**src/rtl/serial_frame_rx_pkg.sv**
```systemverilog
`default_nettype none
// ============================================================================
// Package : serial_frame_rx_pkg
// Shared defaults and parser state encoding for the serial frame receiver.
// Rev     : 1.0
// ============================================================================
package serial_frame_rx_pkg;

   localparam logic [7:0] c_sync_byte_dflt = 8'hA5;
   localparam int         c_max_len_dflt   = 16;
   localparam int         c_timeout_dflt   = 2000;

   typedef enum logic [2:0] {
      ST_IDLE = 3'd0,
      ST_CMD  = 3'd1,
      ST_LEN  = 3'd2,
      ST_PAY  = 3'd3,
      ST_CHK  = 3'd4
   } state_t;

endpackage
`default_nettype wire

```
**src/rtl/serial_frame_rx_byte_timeout.sv**
```systemverilog
`default_nettype none
// ============================================================================
// Module : byte_timeout
// Saturating inter-byte idle counter; expired is high once TIMEOUT is reached.
// Rev    : 1.0
// ============================================================================
module byte_timeout #(
   parameter int TIMEOUT = 2000
) (
   input  logic clk,
   input  logic rst,
   input  logic clear,
   output logic expired
);
   localparam int                   c_cnt_w = $clog2(TIMEOUT + 1);
   localparam logic [c_cnt_w-1:0]   c_limit = c_cnt_w'(TIMEOUT);

   logic [c_cnt_w-1:0] r_count;

   always_ff @(posedge clk) begin
      if (rst || clear) begin
         r_count <= '0;
      end else if (r_count != c_limit) begin
         r_count <= r_count + 1'b1;
      end
   end

   assign expired = (r_count == c_limit);

endmodule
`default_nettype wire

```
**src/rtl/serial_frame_rx.sv**
```systemverilog
`default_nettype none
// ============================================================================
// Module : serial_frame_rx
// Parses SYNC/CMD/LEN/payload/CHK byte frames delivered by a serial receiver.
// Rev    : 1.0
// ============================================================================
module serial_frame_rx
   import serial_frame_rx_pkg::*;
#(
   parameter logic [7:0] SYNC_BYTE = c_sync_byte_dflt,
   parameter int         MAX_LEN   = c_max_len_dflt,
   parameter int         TIMEOUT   = c_timeout_dflt
) (
   input  logic       clk,
   input  logic       rst,
   input  logic [7:0] rx_data,
   input  logic       rx_done,
   output logic [7:0] cmd,
   output logic [4:0] len,
   output logic       wr_en,
   output logic [3:0] wr_addr,
   output logic [7:0] wr_data,
   output logic       frame_valid,
   output logic       frame_err
);
   localparam logic [7:0] c_max_len_b = 8'(MAX_LEN);

   state_t     r_state;
   state_t     w_next_state;
   logic [7:0] r_shadow_cmd;
   logic [7:0] r_xor;
   logic [4:0] r_index;
   logic [4:0] r_len_exp;
   logic [7:0] r_cmd;
   logic [4:0] r_len;
   logic       r_wr_en;
   logic [3:0] r_wr_addr;
   logic [7:0] r_wr_data;
   logic       r_valid;
   logic       r_err;

   logic       w_expired;
   logic       w_to_clear;
   logic       w_last;
   logic       w_load_cmd;
   logic       w_load_len;
   logic       w_accept_pay;
   logic       w_good;
   logic       w_bad;

   assign w_to_clear = rx_done | (r_state == ST_IDLE);
   assign w_last     = (r_index == (r_len_exp - 5'd1));

   byte_timeout #(
      .TIMEOUT (TIMEOUT)
   ) u_timeout (
      .clk     (clk),
      .rst     (rst),
      .clear   (w_to_clear),
      .expired (w_expired)
   );

   always_ff @(posedge clk) begin
      if (rst) begin
         r_state <= ST_IDLE;
      end else begin
         r_state <= w_next_state;
      end
   end

   // A byte strobe always takes priority over an expiring idle counter.
   always_comb begin
      w_next_state = r_state;
      w_load_cmd   = 1'b0;
      w_load_len   = 1'b0;
      w_accept_pay = 1'b0;
      w_good       = 1'b0;
      w_bad        = 1'b0;
      if (rx_done) begin
         case (r_state)
            ST_IDLE: begin
               if (rx_data == SYNC_BYTE) w_next_state = ST_CMD;
            end
            ST_CMD: begin
               w_load_cmd   = 1'b1;
               w_next_state = ST_LEN;
            end
            ST_LEN: begin
               w_load_len = 1'b1;
               if (rx_data == 8'd0) begin
                  w_next_state = ST_CHK;
               end else if (rx_data <= c_max_len_b) begin
                  w_next_state = ST_PAY;
               end else begin
                  w_bad        = 1'b1;
                  w_next_state = ST_IDLE;
               end
            end
            ST_PAY: begin
               w_accept_pay = 1'b1;
               if (w_last) w_next_state = ST_CHK;
            end
            ST_CHK: begin
               if (rx_data == r_xor) w_good = 1'b1;
               else                  w_bad  = 1'b1;
               w_next_state = ST_IDLE;
            end
            default: w_next_state = ST_IDLE;
         endcase
      end else if (w_expired && (r_state != ST_IDLE)) begin
         w_bad        = 1'b1;
         w_next_state = ST_IDLE;
      end
   end

   always_ff @(posedge clk) begin
      if (rst) begin
         r_shadow_cmd <= '0;
         r_xor        <= '0;
         r_index      <= '0;
         r_len_exp    <= '0;
         r_cmd        <= '0;
         r_len        <= '0;
         r_wr_en      <= 1'b0;
         r_wr_addr    <= '0;
         r_wr_data    <= '0;
         r_valid      <= 1'b0;
         r_err        <= 1'b0;
      end else begin
         r_wr_en <= w_accept_pay;
         r_valid <= w_good;
         r_err   <= w_bad;
         if (w_load_cmd) begin
            r_shadow_cmd <= rx_data;
            r_xor        <= rx_data;
         end
         if (w_load_len) begin
            r_xor     <= r_xor ^ rx_data;
            r_len_exp <= rx_data[4:0];
            r_index   <= '0;
         end
         if (w_accept_pay) begin
            r_xor     <= r_xor ^ rx_data;
            r_index   <= r_index + 5'd1;
            r_wr_addr <= r_index[3:0];
            r_wr_data <= rx_data;
         end
         // Published frame info only changes on a good checksum.
         if (w_good) begin
            r_cmd <= r_shadow_cmd;
            r_len <= r_len_exp;
         end
      end
   end

   assign cmd         = r_cmd;
   assign len         = r_len;
   assign wr_en       = r_wr_en;
   assign wr_addr     = r_wr_addr;
   assign wr_data     = r_wr_data;
   assign frame_valid = r_valid;
   assign frame_err   = r_err;

endmodule
`default_nettype wire

```
**config.mk**
```make
export PLATFORM = sky130hd
export DESIGN_NAME = serial_frame_rx
export DESIGN_NICKNAME = d
export VERILOG_FILES = /design/src/rtl/serial_frame_rx_pkg.sv /design/src/rtl/serial_frame_rx_byte_timeout.sv /design/src/rtl/serial_frame_rx.sv
export SDC_FILE = /design/constraint.sdc
export NUM_CORES = 1
export LEC_CHECK = 0
export ABC_CLOCK_PERIOD_IN_PS = 4300
export BUFFER_PORTS_ARGS = -buffer_cell sky130_fd_sc_hd__buf_2
export CAP_MARGIN = 20
export CORE_MARGIN = 2
export CORE_UTILIZATION = 55
export CTS_CLUSTER_SIZE = 16
export DETAILED_ROUTE_END_ITERATION = 6
export PLACE_DENSITY = 0.76
export SLEW_MARGIN = 15
export SYNTH_ARGS = -nofsm -noshare
export SYNTH_HDL_FRONTEND = slang
export SYNTH_SLANG_ARGS = --single-unit
export TNS_END_PERCENT = 50
```
**constraint.sdc**
```tcl
create_clock -name clk -period 4.3 [get_ports clk]
set_clock_uncertainty 0.2 [all_clocks]
set_input_delay 0.86 -clock clk [delete_from_list [all_inputs] [get_ports clk]]
set_output_delay 0.86 -clock clk [all_outputs]
set_load 0.005 [all_outputs]
```
==> summary.md, run 1 <==
| Metric | Value |
|---|---|
| Warnings, synthesis | 0 |
| Share of the synthesized area in the top cell type | 0.4472 |
| Starting DRT DRC Count | 155 |
| CP Class | in -> reg |
| Fmax | 422.5 MHz |
| Die Wd | 78.40 um |
| Status | complete, no violations |
| # diodes | 0 |
| Setup TNS | 0 ps |
| Share of layout cells above drive strength 1 | 0.1662 |
| Placeable Area | 5439 um^2 |
| Worst Hold Class | reg -> reg |
| GRT Residual Overflow | 0 |
| Mean Syn Cell Area | 8.575 um^2 |
| Clock power frac | 0.401 |
| Hold WS | 251.0 ps |
| Layout Nets | 396 |
| H-tree depth | 3 |
| Dominant synthesized flop cell | dfxtp_1 |
| Internal | 0.001032 W |
| Gr usage total | 0.2237 |
| Initial antenna violation count | 0 |
| HPWL Detailed | 4.380 mm |
| Commonest cells post-synth | dfxtp_1 (68), nand2_1 (54), nor2_1 (45) |
| Required time worst endpoint | 4350 ps |
| Final hold vios | 0 |
| Global-route wire length before repair | 10.65 mm |
| Die area | 6146 um^2 |
| Clk sinks | 68 |
| Vias | 2549 |
| Detailed-route DRC error count | 0 |
| CP max stage cell | a2111o_1 |
| Initial core utilization | 0.5597 |
| DIE HEIGHT | 78.40 um |
| IO Count | 39 |
| Netlist cell types | 46 |
| Max Cap Violations | 0 |
| Sw Share | 0.2583 |
| Worst Path Max Fanout | 15 |
| Largest net degree at the start of global routing | 35 |
| Non-Filler Instances | 457 |
| Post-CTS setup buffer count | 0 |
| Crit-path cells | buf_2, nor2b_1, nand3_1, nor2_1, a2111o_1, a32o_1 |
| RSZ-0062 raised after global routing | false |
| TritonCTS buffer count | 9 |
| Top area cells in the synthesized netlist | dfxtp_1 (45%), nand2_1 (6.7%), mux2i_1 (6.6%) |
| Worst EP arrival | 2410 ps |
| Fillers | 505 |
| Transition time of the tightest slew-check pin | 729.8 ps |
| Post-synth EDFFs | 0 |
| Root Buffer | clkbuf_8 |
| Rows | 27 |
| Fin crit period | 2367 ps |
| Worst vdd ir | 0.0002890 V |
| R2R Path Start | u_timeout.r_count[0] |
| Post-Syn Nets | 370 |
| Router iterations before antenna repair | 4 |
| Post-Synthesis Cells | 355 |
| Slew Limit Fails | 0 |
| Placed insts | 442 |
| Area Overhead vs Synth | 12.78% |
| PD cells | 405.2 nW/um^2 |
| CTS Buffer Depth | 2 |
| Reg power frac | 0.487 |
| Crit-path max cell delay | 430 ps |
| IO buf count | 38 |
| Yosys reg bits | 68 |
| CP Capture Type | register |
| Startpoint Class | input port |
| Final setup fails | 0 |
| CP startpoint | rx_done |
| Final period utilization | 0.5504 |
| CTS tree | built |
| Net Switching | 0.0003593 W |
| GPL Wtd Cong | 0.8034 |
| Comb pwr share | 0.112 |
| WL final | 6.548 mm |
| Slew headroom | 0.5134 |
| Routed Antenna Nets | 0 |
| Synth Cell Area | 3044 um^2 |
| Post_cts resized | 0 |
| Vias per inst | 5.578 |
| Worst hold start | wr_data[3] |
| Worst-Skew Late Latency | 350 ps |
| CTS Hold Buffers Added | 0 |
| Synth area leader | dfxtp_1 |
| Asr flop ratio synth | 0 |
| Count leader, synth | dfxtp_1 |
| Register clock-pin slew on the reported worst setup and hold paths | 70 ps |
| Seq/Total Area, Yosys | 0.4472 |
| Leakage | 1.432 nW |
| Wirelength per Cell | 14.33 um |
| Vias in the first global route | 2318 |
-- cell families (layout without fill, tap and decap cells) --
logic type               after synthesis  after routing  synth area share
multiplexers                          20             20           0.06576
flip-flops                            68             68            0.4472
buffers and inverters                 31             61           0.04274
AND/OR/NAND/NOR                      150            150            0.2413
XOR/XNOR                              23             23           0.06617
adder cells (fa/ha/maj)                4              4           0.01644
AO/OA/AOI/OAI                         59             59            0.1204
-- per-stage QoR --
stage               area (um^2)  setup WS, ps  total power (W)  utilization
floorplan                  3044          1926        0.0008098            -
global placement           3228          1613        0.0008405       0.5935
detailed placement         3228          1576        0.0008457       0.5935
CTS                        3433          1940         0.001400       0.6312
global route               3433          1763         0.001445       0.6312
finish                     3433          1933         0.001391       0.6312
-- layer usage --
| metal | vias to the layer above | part of all wire | global-route usage | wire length, um |
|---|---|---|---|---|
| met3 | 14 | 0.072 | 0.05287 | 470 |
| met4 | 0 | 0.024 | 0.1351 | 154 |
| met1 | 1176 | 0.44 | 0.2804 | 2861 |
| met2 | 95 | 0.47 | 0.3500 | 3061 |
| met5 | - | 0 | 0 | 0 |
| li1 | 1264 | - | - | - |
-- cell type report --
cell class	count	area (um^2)	area share
Clock buffer	10	127.6	0.03717
Clock inverter	5	77.57	0.02259
Inverter	7	26.28	0.007653
Multi-Input combinational cell	256	1553	0.4523
Sequential cell	68	1361	0.3965
Tap cell	72	90.09	0.02624
Timing Repair Buffer	39	197.7	0.05758
-- cell usage in the layout (no fill, tap or decap), types with 5 or more instances in the layout --
cell type	n
a21oi_1	27
a32oi_1	5
buf_2	38
clkbuf_8	9
dfxtp_1	68
inv_1	7
mux2i_1	20
nand2_1	54
nand2b_1	5
nand3_1	12
nor2_1	45
nor3_1	7
o21ai_0	10
xnor2_1	7
xor2_1	16
-- state kept, by name (all words and copies together), names as in the netlist, 5 cells and up --
signal	cells
wr_data	8
u_timeout.r_count	11
r_xor	8
cmd	8
len	5
r_index	5
r_len_exp	5
r_shadow_cmd	8
-- critical path: cells and delay by family --
| family | cells | cell delay [ps] |
|---|---|---|
| simple gates | 3 | 710 |
| compound gates | 2 | 680 |
| buf+inv | 1 | 140 |
-- power by group through the flow --
| stage | clock, W | combinational (W) | sequential [W] |
|---|---|---|---|
| after floorplan | 0 | 0.000131 | 0.000679 |
| after global placement | 0 | 0.000151 | 0.000689 |
| after detailed placement | 0 | 0.000155 | 0.000691 |
| after CTS | 0.000567 | 0.000156 | 0.000676 |
| after global routing | 0.000592 | 0.000173 | 0.000680 |
| final | 0.000557 | 0.000156 | 0.000677 |
-- worst paths after layout --
kind / to / slack (ps) / cells past startpoint
worst max-delay path: r_state[1] / 1930 / 6
worst min-delay path: wr_data[3] / 250 / 2
worst max register to register: r_state[1] / 2200 / 7
worst min register to register: wr_data[3] / 250 / 2
Power figures use the tool's default switching activity.
==> run 2, diff against run 1 <==
--- a/config.mk
+++ b/config.mk
@@ -5,7 +5,7 @@
 export SDC_FILE = /design/constraint.sdc
 export NUM_CORES = 1
 export LEC_CHECK = 0
-export ABC_CLOCK_PERIOD_IN_PS = 4300
+export ABC_CLOCK_PERIOD_IN_PS = 2200
 export BUFFER_PORTS_ARGS = -buffer_cell sky130_fd_sc_hd__buf_2
 export CAP_MARGIN = 20
 export CORE_MARGIN = 2
==> constraint.sdc (replaced) <==
create_clock -name clk -period 2.2 [get_ports clk]
set_clock_uncertainty 0.2 [all_clocks]
set_input_delay 0.44 -clock clk [delete_from_list [all_inputs] [get_ports clk]]
set_output_delay 0.44 -clock clk [all_outputs]
set_load 0.005 [all_outputs]
==> run 2 against run 1 <==
First-iteration DRC count is 15% higher. Sequential share of layout area is 1.4 points lower. Design area is 3.8% higher. Largest power group unchanged. Highest routed layer unchanged.
==> summary.md, run 2 (same netlist as run 1, synthesis figures left out) <==
| Metric | Value |
|---|---|
| CP Class | reg -> reg |
| RSZ-0062 raised after global routing | false |
| Crit-path max cell delay | 380 ps |
| Layout Nets | 410 |
| Startpoint Class | register |
| Crit-path cells | inv_1, ha_1, nand2_1, o31ai_1, a41oi_1, a2111o_1, a32o_1 |
| Clk sinks | 68 |
| Multi-input gate area | 1560 um^2 |
| Root Buffer | clkbuf_8 |
| Slew headroom | 0.6521 |
| Most frequent cells in the layout | dfxtp_1 (68), nand2_1 (54), nor2_1 (45) |
| Largest net degree at the start of global routing | 60 |
| GPL Wtd Cong | 0.8576 |
| CP max stage cell | a2111o_1 |
| Required time worst endpoint | 2230 ps |
| DIE HEIGHT | 78.40 um |
| Worst EP arrival | 2060 ps |
| PD cells | 765.5 nW/um^2 |
| Fillers | 472 |
| Final period utilization | 0.9237 |
| Initial antenna violation count | 0 |
| Reg area | 1361 um^2 |
| Final hold vios | 0 |
| Overall power | 0.002728 W |
| IO Count | 39 |
| CTS tree | built |
| TritonCTS buffer count | 9 |
| CP Capture Type | register |
| Global-route wire length before repair | 11.03 mm |
| Fin crit period | 2032 ps |
| Initial core utilization | 0.5597 |
| Placeable Area | 5439 um^2 |
| Worst Hold Class | in -> reg |
| Die Wd | 78.40 um |
| Worst-Skew Late Latency | 340 ps |
| Router iterations before antenna repair | 5 |
| Routed Antenna Nets | 0 |
| Wirelength per Cell | 14.06 um |
| IO buf count | 38 |
| Vias in the first global route | 2381 |
| Leakage | 1.510 nW |
| Max Cap Violations | 0 |
| # diodes | 0 |
| Rows | 27 |
| Area Overhead vs Synth | 17.06% |
| Status | complete, no violations |
| Worst Path Max Fanout | 4 |
| Commonest non-fill, non-tap cell in the layout | dfxtp_1 |
| Worst vdd ir | 0.0005666 V |
| HPWL Detailed | 4.588 mm |
| CTS Buffer Depth | 2 |
| WL final | 6.620 mm |
| Fmax | 492.1 MHz |
| Gr usage total | 0.2303 |
| Top reg by flops | u_timeout.r_count |
| Setup TNS | 0 ps |
| GRT Residual Overflow | 0 |
| Vias | 2591 |
| Share of layout cells above drive strength 1 | 0.2005 |
| Slew Limit Fails | 0 |
| Starting DRT DRC Count | 178 |
| Final setup fails | 0 |
| Transition time of the tightest slew-check pin | 517.0 ps |
| Die area | 6146 um^2 |
| H-tree depth | 3 |
| Max FFs per register | 11 |
| Register clock-pin slew on the reported worst setup and hold paths | 70 ps |
| CTS Hold Buffers Added | 0 |
| Vias per inst | 5.501 |
| Detailed-route DRC error count | 0 |
run 2: cell count changes in the layout (fill, tap and decap cells not counted):
cell	before	now
buf_4	1	14
clkbuf_8	9	12
clkinv_2	2	0
buf_12	0	1
bufinv_16	2	1
clkbuf_1	1	0
clkinvlp_4	1	2
o41ai_1	1	0
o41ai_2	0	1
run 2: what timing repair did:
item	in CTS	in global routing
setup buffers	0	0
setup endpoints to repair	0	1
resized for setup	0	1
hold endpoints to repair	0	0
run 2: worst paths after layout:
path | cells past startpoint | slack [ps] | startpoint | endpoint
min | 2 | 220 | rx_done | frame_err
min reg2reg | 2 | 250 | wr_addr[1] | wr_addr[1]
max | 7 | 170 | r_len_exp[1] | r_state[1]
max reg2reg | 7 | 170 | r_len_exp[1] | r_state[1]
run 2: worst max-delay path: cells and delay by family, from the launching register on:
family	cells	cell delay, ps
AOI/OAI and AO/OA	4	1030
adders and majority gates	1	210
buffers and inverters	1	70
DFF	1	350
and+or+nand+nor	1	70
run 2: layout make-up:
class / count / share of cell area
tap: 72 / 0.02528
timing repair buffer: 53 / 0.08848
clock buffer: 12 / 0.04635
multi-input combinational: 256 / 0.4379
inverter: 7 / 0.007374
clock inverter: 3 / 0.01264
sequential: 68 / 0.3820
run 2: stage by stage:
step / cells / hold WS (ps) / instance area [um^2] / util / setup WS (ps)
after floorplan: 355 / 235.7 / 3044 / - / 246.0
after global placement: 456 / 242.1 / 3346 / 0.6151 / 126.3
after detailed placement: 456 / 246.4 / 3346 / 0.6151 / 45.33
after CTS: 471 / 204.7 / 3556 / 0.6538 / 177.7
after global routing: 471 / 228.1 / 3563 / 0.6552 / 3.612
final: 471 / 220.6 / 3563 / 0.6552 / 167.9
run 2: power breakdown:
part / internal, W / switching, W
sequential: 0.00127 / 0.0000471
combinational: 0.000135 / 0.000203
clock: 0.000610 / 0.000458
total: 0.00202 / 0.000708
run 2: metal layers:
layer	wire length (um)	up-vias	global-route usage
li1	-	1287	-
met1	3133	1216	0.3072
met2	3055	78	0.3612
met3	317	10	0.03908
met4	113	0	0.1158
met5	0	-	0
